## config.mk

```make
export PLATFORM = sky130hd
export DESIGN_NAME = lsu_mem_port_flat
export DESIGN_NICKNAME = d
export VERILOG_FILES = /design/src/rtl/lsu_pkg.sv /design/src/rtl/lsu_mem_port_if.sv /design/src/rtl/lsu_load_align.sv /design/src/rtl/lsu_mem_port.sv /design/src/flat_wrapper.sv
export SDC_FILE = /design/constraint.sdc
export NUM_CORES = 1
export LEC_CHECK = 0
export BUFFER_PORTS_ARGS = -buffer_cell sky130_fd_sc_hd__buf_4
export CAP_MARGIN = 30
export CORE_AREA = 3 3 105 107
export CTS_BUF_LIST = sky130_fd_sc_hd__clkbuf_4 sky130_fd_sc_hd__clkbuf_8
export DETAILED_ROUTE_END_ITERATION = 8
export DIE_AREA = 0 0 108 110
export PLACE_DENSITY = 0.83
export SLEW_MARGIN = 20
export SYNTH_ARGS = -nofsm -noshare
export SYNTH_HDL_FRONTEND = slang
export SYNTH_SLANG_ARGS = --single-unit
```

## constraint.sdc

```tcl
create_clock -name clk -period 4.05 [get_ports clk]
set_input_delay 1.215 -clock clk [delete_from_list [all_inputs] [get_ports clk]]
set_output_delay 1.215 -clock clk [all_outputs]
set_load 0.05 [all_outputs]
```

## src/rtl/lsu_pkg.sv

```systemverilog
// Shared types and constants for the load/store memory port.
// Contents:
//   ADDR_W, DATA_W    bus widths (data fixed at 32, four byte lanes)
//   BHO_*             Byte_Half_OpM encodings (2'b11 behaves as word)
//   lsu_state_e       port FSM states
//   is_aligned()      natural-alignment test for an access size and low address bits
package lsu_pkg;

  localparam int unsigned ADDR_W = 32;
  localparam int unsigned DATA_W = 32;

  localparam logic [1:0] BHO_WORD = 2'b00;
  localparam logic [1:0] BHO_BYTE = 2'b01;
  localparam logic [1:0] BHO_HALF = 2'b10;

  typedef enum logic [1:0] {
    StIdle,
    StReq,
    StWait,
    StDone
  } lsu_state_e;

  function automatic logic is_aligned(input logic [1:0] op, input logic [1:0] lane);
    case (op)
      BHO_BYTE: return 1'b1;
      BHO_HALF: return ~lane[0];
      default:  return lane == 2'b00;
    endcase
  endfunction

endpackage

```

## src/rtl/lsu_mem_port_if.sv

```systemverilog
// Request/grant/response data bus between the load/store port and memory.
// Signals:
//   bus_req, bus_we, bus_addr, bus_wdata, bus_be   request side (driven by master)
//   bus_gnt, bus_rvalid, bus_rdata                 response side (driven by slave)
// Modports: master (load/store port), slave (memory).
interface lsu_mem_port_if;
  import lsu_pkg::*;

  logic              bus_req;
  logic              bus_we;
  logic [ADDR_W-1:0] bus_addr;
  logic [DATA_W-1:0] bus_wdata;
  logic [3:0]        bus_be;
  logic              bus_gnt;
  logic              bus_rvalid;
  logic [DATA_W-1:0] bus_rdata;

  modport master (
    output bus_req, bus_we, bus_addr, bus_wdata, bus_be,
    input  bus_gnt, bus_rvalid, bus_rdata
  );

  modport slave (
    input  bus_req, bus_we, bus_addr, bus_wdata, bus_be,
    output bus_gnt, bus_rvalid, bus_rdata
  );

endinterface

```

## src/rtl/lsu_load_align.sv

```systemverilog
// Combinational load data alignment: selects the addressed byte/halfword lane of a
// 32-bit read word and sign- or zero-extends it to 32 bits; words pass through.
// Ports:
//   i_rdata  raw bus read data
//   i_lane   low two address bits of the access
//   i_op     Byte_Half_Op encoding (2'b11 treated as word)
//   i_sign   1 sign-extend, 0 zero-extend
//   o_data   extended load result
module lsu_load_align
  import lsu_pkg::*;
(
  input  logic [31:0] i_rdata,
  input  logic [1:0]  i_lane,
  input  logic [1:0]  i_op,
  input  logic        i_sign,
  output logic [31:0] o_data
);

  logic [7:0]  w_byte;
  logic [15:0] w_half;

  always_comb begin
    w_byte = 8'h00;
    unique case (i_lane)
      2'd0: w_byte = i_rdata[7:0];
      2'd1: w_byte = i_rdata[15:8];
      2'd2: w_byte = i_rdata[23:16];
      2'd3: w_byte = i_rdata[31:24];
      default: w_byte = 8'h00;
    endcase
    w_half = i_lane[1] ? i_rdata[31:16] : i_rdata[15:0];

    case (i_op)
      BHO_BYTE: o_data = {{24{i_sign & w_byte[7]}}, w_byte};
      BHO_HALF: o_data = {{16{i_sign & w_half[15]}}, w_half};
      default:  o_data = i_rdata;
    endcase
  end

endmodule

```

## src/rtl/lsu_mem_port.sv

```systemverilog
// Memory-stage load/store port. Accepts an aligned load or store from the M stage,
// issues it on the request/grant/response bus, stalls the pipeline until it completes
// and returns extended load data. Misaligned accesses are flagged and never issued.
// Ports:
//   clk, reset_n                  clock, asynchronous active-low reset
//   MemReadM, MemWriteM           load / store request (both set: store)
//   Byte_Half_OpM, signM          access size and load extension
//   ALUResultM, WriteDataM        byte address and store data
//   StallLSU                      hold F/D/E/M while a transaction is in flight
//   ReadDataW, LoadValidW         load result and its one-cycle valid pulse
//   MisalignM                     one-cycle misaligned-access flag
//   bus                           memory bus (master side)
module lsu_mem_port
  import lsu_pkg::*;
(
  input  logic                 clk,
  input  logic                 reset_n,
  input  logic                 MemReadM,
  input  logic                 MemWriteM,
  input  logic [1:0]           Byte_Half_OpM,
  input  logic                 signM,
  input  logic [ADDR_W-1:0]    ALUResultM,
  input  logic [DATA_W-1:0]    WriteDataM,
  output logic                 StallLSU,
  output logic [DATA_W-1:0]    ReadDataW,
  output logic                 LoadValidW,
  output logic                 MisalignM,
  lsu_mem_port_if.master       bus
);

  lsu_state_e        r_state, w_next_state;
  logic              r_we, r_sign;
  logic [ADDR_W-1:0] r_addr;
  logic [DATA_W-1:0] r_wdata, r_rdata;
  logic [3:0]        r_be;
  logic [1:0]        r_op, r_lane;

  logic              w_mem_op, w_aligned, w_accept;
  logic [3:0]        w_be;
  logic [DATA_W-1:0] w_wdata, w_load_data;

  assign w_mem_op  = MemReadM | MemWriteM;
  assign w_aligned = is_aligned(Byte_Half_OpM, ALUResultM[1:0]);
  assign w_accept  = (r_state == StIdle) & w_mem_op & w_aligned;

  // Store formatting: replicate the store data across every lane so the byte
  // enables alone pick the destination bytes.
  always_comb begin
    case (Byte_Half_OpM)
      BHO_BYTE: begin
        w_be    = 4'b0001 << ALUResultM[1:0];
        w_wdata = {4{WriteDataM[7:0]}};
      end
      BHO_HALF: begin
        w_be    = 4'b0011 << {ALUResultM[1], 1'b0};
        w_wdata = {2{WriteDataM[15:0]}};
      end
      default: begin
        w_be    = 4'b1111;
        w_wdata = WriteDataM;
      end
    endcase
  end

  lsu_load_align u_load_align (
    .i_rdata (bus.bus_rdata),
    .i_lane  (r_lane),
    .i_op    (r_op),
    .i_sign  (r_sign),
    .o_data  (w_load_data)
  );

  // FSM state register
  always_ff @(posedge clk or negedge reset_n) begin
    if (!reset_n) begin
      r_state <= StIdle;
    end else begin
      r_state <= w_next_state;
    end
  end

  // FSM next state
  always_comb begin
    w_next_state = r_state;
    unique case (r_state)
      StIdle:  if (w_accept) w_next_state = StReq;
      StReq:   if (bus.bus_gnt) w_next_state = r_we ? StDone : StWait;
      StWait:  if (bus.bus_rvalid) w_next_state = StDone;
      StDone:  w_next_state = StIdle;
      default: w_next_state = StIdle;
    endcase
  end

  // FSM outputs. The IDLE-cycle flags are combinational on the M-stage inputs, so they
  // are gated by reset to keep every output low while reset is held.
  always_comb begin
    StallLSU       = reset_n & (w_accept | (r_state == StReq) | (r_state == StWait));
    MisalignM      = reset_n & (r_state == StIdle) & w_mem_op & ~w_aligned;
    LoadValidW     = (r_state == StDone) & ~r_we;
    ReadDataW      = r_rdata;
    bus.bus_req    = (r_state == StReq);
    bus.bus_we     = r_we;
    bus.bus_addr   = r_addr;
    bus.bus_wdata  = r_wdata;
    bus.bus_be     = r_be;
  end

  // Request capture and load result
  always_ff @(posedge clk or negedge reset_n) begin
    if (!reset_n) begin
      r_we    <= 1'b0;
      r_sign  <= 1'b0;
      r_addr  <= '0;
      r_wdata <= '0;
      r_be    <= 4'b0000;
      r_op    <= BHO_WORD;
      r_lane  <= 2'b00;
      r_rdata <= '0;
    end else begin
      if (w_accept) begin
        r_we    <= MemWriteM;
        r_sign  <= signM;
        r_addr  <= {ALUResultM[ADDR_W-1:2], 2'b00};
        r_wdata <= w_wdata;
        r_be    <= w_be;
        r_op    <= Byte_Half_OpM;
        r_lane  <= ALUResultM[1:0];
      end
      if ((r_state == StWait) && bus.bus_rvalid) begin
        r_rdata <= w_load_data;
      end
    end
  end

endmodule

```

## src/flat_wrapper.sv

```systemverilog
// flat-port wrapper written by rule: the top's interface ports become plain ports
module lsu_mem_port_flat import lsu_pkg::*;
  (clk, reset_n, MemReadM, MemWriteM, Byte_Half_OpM, signM, ALUResultM, WriteDataM, StallLSU, ReadDataW, LoadValidW, MisalignM, bus_bus_req, bus_bus_we, bus_bus_addr, bus_bus_wdata, bus_bus_be, bus_bus_gnt, bus_bus_rvalid, bus_bus_rdata);
  lsu_mem_port_if bus_i ();
  input  logic clk;
  input  logic reset_n;
  input  logic MemReadM;
  input  logic MemWriteM;
  input  logic [1:0] Byte_Half_OpM;
  input  logic signM;
  input  logic [ADDR_W-1:0] ALUResultM;
  input  logic [DATA_W-1:0] WriteDataM;
  output logic StallLSU;
  output logic [DATA_W-1:0] ReadDataW;
  output logic LoadValidW;
  output logic MisalignM;
  output wire logic [$bits(bus_i.bus_req)-1:0] bus_bus_req;
  output wire logic [$bits(bus_i.bus_we)-1:0] bus_bus_we;
  output wire logic [$bits(bus_i.bus_addr)-1:0] bus_bus_addr;
  output wire logic [$bits(bus_i.bus_wdata)-1:0] bus_bus_wdata;
  output wire logic [$bits(bus_i.bus_be)-1:0] bus_bus_be;
  input wire logic [$bits(bus_i.bus_gnt)-1:0] bus_bus_gnt;
  input wire logic [$bits(bus_i.bus_rvalid)-1:0] bus_bus_rvalid;
  input wire logic [$bits(bus_i.bus_rdata)-1:0] bus_bus_rdata;
  assign bus_bus_req = bus_i.bus_req;
  assign bus_bus_we = bus_i.bus_we;
  assign bus_bus_addr = bus_i.bus_addr;
  assign bus_bus_wdata = bus_i.bus_wdata;
  assign bus_bus_be = bus_i.bus_be;
  assign bus_i.bus_gnt = bus_bus_gnt;
  assign bus_i.bus_rvalid = bus_bus_rvalid;
  assign bus_i.bus_rdata = bus_bus_rdata;
  lsu_mem_port u_core (.clk(clk), .reset_n(reset_n), .MemReadM(MemReadM), .MemWriteM(MemWriteM), .Byte_Half_OpM(Byte_Half_OpM), .signM(signM), .ALUResultM(ALUResultM), .WriteDataM(WriteDataM), .StallLSU(StallLSU), .ReadDataW(ReadDataW), .LoadValidW(LoadValidW), .MisalignM(MisalignM), .bus(bus_i));
endmodule
```

After elaboration in Yosys (flattened, before gate mapping)
Cells that the tools add are included.

operators by class
  eq/ne operators = 13
  shift operators = 2
  multiplexer cells = 11
  reduce and logical (&&, ||, !) cells = 5
  bitwise logic cells = 15

operator list
  cell                                                   number
  case mux 32 bit (2 select lines)                       2
  case mux 8 bit (4 select lines)                        1
  two-way mux 16 bit                                     1
  equality test 2 bit, second input constant             6
  AND 1 bit                                              9
  equality test 2 x 1 -> 1 bit, second input constant    4
  case mux 2 bit (4 select lines)                        1
  case mux 4 bit (2 select lines)                        1
  logical NOT 2 bit                                      3
  two-way mux 2 bit                                      3
  inequality test 2 x 1 -> 1 bit, second input constant  2
  left shift 1 x 2 -> 4 bit, first input constant        1
  left shift 2 x 2 -> 4 bit, first input constant        1
  inverter 1 bit                                         3
  bitwise OR 1 bit                                       3
  AND reduction 3 bit                                    1
  inequality test 2 bit, second input constant           1
  case mux 1 bit (2 select lines)                        1
  logical AND 1 bit                                      1
  two-way mux 1 bit                                      1

storage, ports and cells
  input port bits = 105
  output and inout bits = 105
  flip-flop bits (word level) = 106
  logic and storage cells = 55

Longest topological paths before layout
  depth after elaboration = 6
  depth in mapped cells = 8
  gate-level depth less buffers = 6

By module
A second synthesis with hierarchy kept.

unflattened totals
  cells, all modules = 469
  area total of the unflattened synthesis = 5227.5 sq um

modules (own cells, without submodules)
  module          times used  cells an instance  sequential area each (sq um)  area each (sq um)
  lsu_mem_port    1           351                2652.5                        4466.8
  lsu_load_align  1           118                0.0                           760.7

Worst setup path before layout
Ideal clock, no wire load.

  path type = input-to-output
  start point = input port Byte_Half_OpM[0]
  end point = output port MisalignM
  slack = -653 ps
  data required time = 2835 ps
  buffers on the path = 2
  stages = 6
  arrival = 3488 ps
  cell sequence = inv_1 > ha_1 > clkbuf_1 > clkbuf_1 > o21ai_0 > a211oi_1

between the ends
  longest elaborated chain between the ends = 4
  elaborated cells on any way between the ends = 5
  those cells by class = 2 x eq/ne; 1 x mux; 2 x bitwise

ends and longest elaborated chain
  item                                                                 line                source
  start, declared                                                      flat_wrapper.sv:9   input logic [1:0] Byte_Half_OpM;
  equality test 2 bit or equality test 2 x 1 -> 1 bit (tied branches)  lsu_pkg.sv:24       case (op)
  case mux 1 bit (2 select lines) (*)                                  lsu_pkg.sv:24
  inverter 1 bit (*)                                                   lsu_mem_port.sv:98  MisalignM = reset_n & (r_state == StIdle) & w_mem_op & ~w_aligned;
  AND 1 bit (*)                                                        lsu_mem_port.sv:98
  end, declared                                                        flat_wrapper.sv:16  output logic MisalignM;

Mark *: on every way between the ends. The rest lies on a longest branch, timed or not.

Worst setup path in the final report
Same ends and word-level chain as after synthesis.

==> impl_metrics.csv <==
group,metric,value,unit
status,outcome,"finished clean",
final_layout,area_growth,37.83,%
final_layout,design_area,7020,um^2
placed_design,placed_area,6749,um^2
clocking,post_cts_resized,0,
final_layout,fin_nets,795,
timing,period_minus_slack,3946,ps
die,die_area,11880,um^2
synthesis,synthCells,490,
final_layout,multi_input_area,2233,um^2
pwr,power,6672,uW
drt,antenna_left,0,
global_routing,overflow,0,
clocking,max-clock-path-buffers,2,
worst_setup_path,cp.arrival,2730,ps
timing,fin_hold_ws,486.9,ps
worst_setup_path,worstReg2RegEnd,"u_core.ReadDataW[17]",
placed_design,dp_hpwl,10590,um
synthesis,synth_top_area_cell,"dfrtp_1",
synthesis,ys_async_sr_fraction,100.0,%
timing,post-route-period-util,97.43,%
clocking,htreeDepth,3,
drt,routed_via_density,5.389,
synthesis,ys.flop_type,"dfrtp_1",
die,fp.dieW,108,um
clocking,hold_buffers,0,
placed_design,dp_slack,127.1,ps
clocking,numCtsBuffers,9,
final_layout,fillCellCount,774,
synthesis,synthTopCellsByArea,"dfrtp_1 52%, mux2_2 11%, o21ai_0 4.8%",
synthesis,synth_edf_count,0,
timing,slew_viol_final,0,
hold_path,min_from,"u_core.bus.bus_be[3]",
global_routing,grt_pass1_wl,22040,um
drt,dr.pass1.iters,7,
worst_setup_path,rrSetupSlack,1720,ps
clocking,clkTransAtPathRegs,90,ps
job,cap_violations,0,
drt,drc,0,
clocking,cts_tree,"built",
global_routing,grt_max_degree,104,
placed_design,gp_congestion,0.8463,
die,core,10230,um^2
pwr,p_leak,0.003319,uW
drt,num_vias,4430,
timing,relSlewSlack,54.03,%
hold_path,whs_endpoint,"u_core.bus.bus_be[3]",
synthesis,post-synth-top-count-cell,"dfrtp_1",
global_routing,grt_pass1_vias,4484,
die,start_util,49.79,%
synthesis,syn-cell-area,5094,um^2
worst_setup_path,end_kind,"primary output",
worst_setup_path,timing.rr.start,"u_core.r_lane[1]",
timing,grt_setup_unrepaired,"false",
die,rows,37,
synthesis,yosys.cell_types.count,39,
hold_path,holdPathStages,2,
clocking,clk_latency,360,ps
final_layout,regArea,2653,um^2
die,io_pins,210,
clocking,root_buffer,"clkbuf_8",
worst_setup_path,cp_max_fo,27,
drt,post_drt_wl_per_cell,17.17,um
placed_design,numPortBuffers,207,
timing,max_clock_freq,0.2534,GHz
synthesis,ys_seq_area_share,52.08,%
worst_setup_path,start_kind,"input pin",
timing,hold_viol_final,0,
final_layout,antenna_cells,0,
timing,fin_worst_skew,9.730,ps
worst_setup_path,r2r_cells,4,
timing,finalSetupViolations,0,
timing,worst_slack,104.2,ps
drt,routed_wl,14120,um
global_routing,grt_usage,23.62,%
clocking,clock-sinks,106,
synthesis,synth.yosys.warnings,0,
pwr,powerDensity,950.3,nW/um^2
worst_setup_path,required,2830,ps
pwr,ir_drop,0.6434,mV
drt,first_iter_violations,262,
synthesis,ys_ff_latch,106,
clocking,cts_setup_buffers,0,
synthesis,yosysTopAreaCellShare,52.08,%
synthesis,syn_avg_cell_area,10.40,um^2
final_layout,drive_gt1_share,44.17,%
worst_setup_path,crit_type,"input pin to primary output",
timing,worst_pin_slew,689.6,ps
synthesis,synth_commonest_cells,"106 x dfrtp_1, 51 x mux2_2, 51 x nand2_1",
hold_path,min_path_type,"flop to flop",
die,die_height,110,um
global_routing,antenna_found_initial,0,
[per-stage QoR]
| stage | setup TNS (ps) | util, % | cells |
|---|---|---|---|
| 2_1_floorplan | -75.97 | - | 491 |
| 3_3_place_gp | 0 | 65.82 | 804 |
| 3_5_place_dp | 0 | 65.97 | 805 |
| 4_1_cts | 0 | 68.08 | 820 |
| 5_1_grt | 0 | 68.62 | 822 |
| 6_report | 0 | 68.62 | 822 |
[final cells by class]
class | count | area share, %
clock buffer | 10 | 1.960
clock inverter | 5 | 1.123
inverter | 13 | 0.6951
multi-input combinational | 332 | 31.81
sequential | 106 | 37.78
tap | 136 | 2.424
timing repair buffer | 220 | 24.20
[worst max-delay path by stage]
stage | startpoint | end | slack, ps | cells past startpoint
after floorplan | Byte_Half_OpM[0] | MisalignM | -80 | 6
after global placement | Byte_Half_OpM[0] | MisalignM | 210 | 7
after detailed placement | Byte_Half_OpM[0] | MisalignM | 130 | 7
after CTS | Byte_Half_OpM[0] | MisalignM | 130 | 7
after global routing | Byte_Half_OpM[0] | MisalignM | 20 | 7
final | Byte_Half_OpM[0] | MisalignM | 100 | 7
[cell usage in the layout, fill, tap and decap left out, drive strengths merged, types with 10 or more instances in the layout]
cell type / synthesis / final
a22oi: 16 / 16
a21oi: 44 / 44
nor2: 32 / 32
o21ai: 60 / 60
mux2: 51 / 51
nand2: 51 / 51
dfrtp: 106 / 106
clkbuf: 25 / 10
buf: 15 / 220
inv: 13 / 13
[critical path: stages]
cell      delay, ps
buf_4            90
inv_1            40
ha_1            330
buf_4           280
o21ai_0         230
a211oi_4        300
buf_4           240
[flip-flops by register name (all words and copies together) (netlist names)]
register              cells
u_core.bus.bus_addr      30
u_core.r_sign             1
u_core.bus.bus_we         1
u_core.ReadDataW         32
u_core.r_op               2
u_core.bus.bus_be         4
u_core.r_state            2
u_core.bus.bus_wdata     32
u_core.r_lane             2
[cell families (layout without fill, tap and decap cells)]
group,after synthesis,count (layout),synth area share [%]
fa+ha+maj,8,8,1.965
simple gates,116,116,10.66
compound gates,154,154,18.64
flops,106,106,52.08
mux,52,52,11.72
other cells,1,2,0.07362
buf+inv,53,248,4.864
[power breakdown]
group	switching, uW	total, uW	leakage, uW	internal (uW)
logic	2720	4040	0.00193	1320
clock network	357	718	0.000112	361
registers	337	1910	0.00128	1570
[metal layers]
layer	up-vias	track usage (%)	share of wire (%)
met4	0	5.140	0.71
met3	10	8.328	11
met1	2117	28.60	38
met2	203	40.90	50
li1	2100	-	-
met5	-	0	0
(Power assumes the default switching activity.)
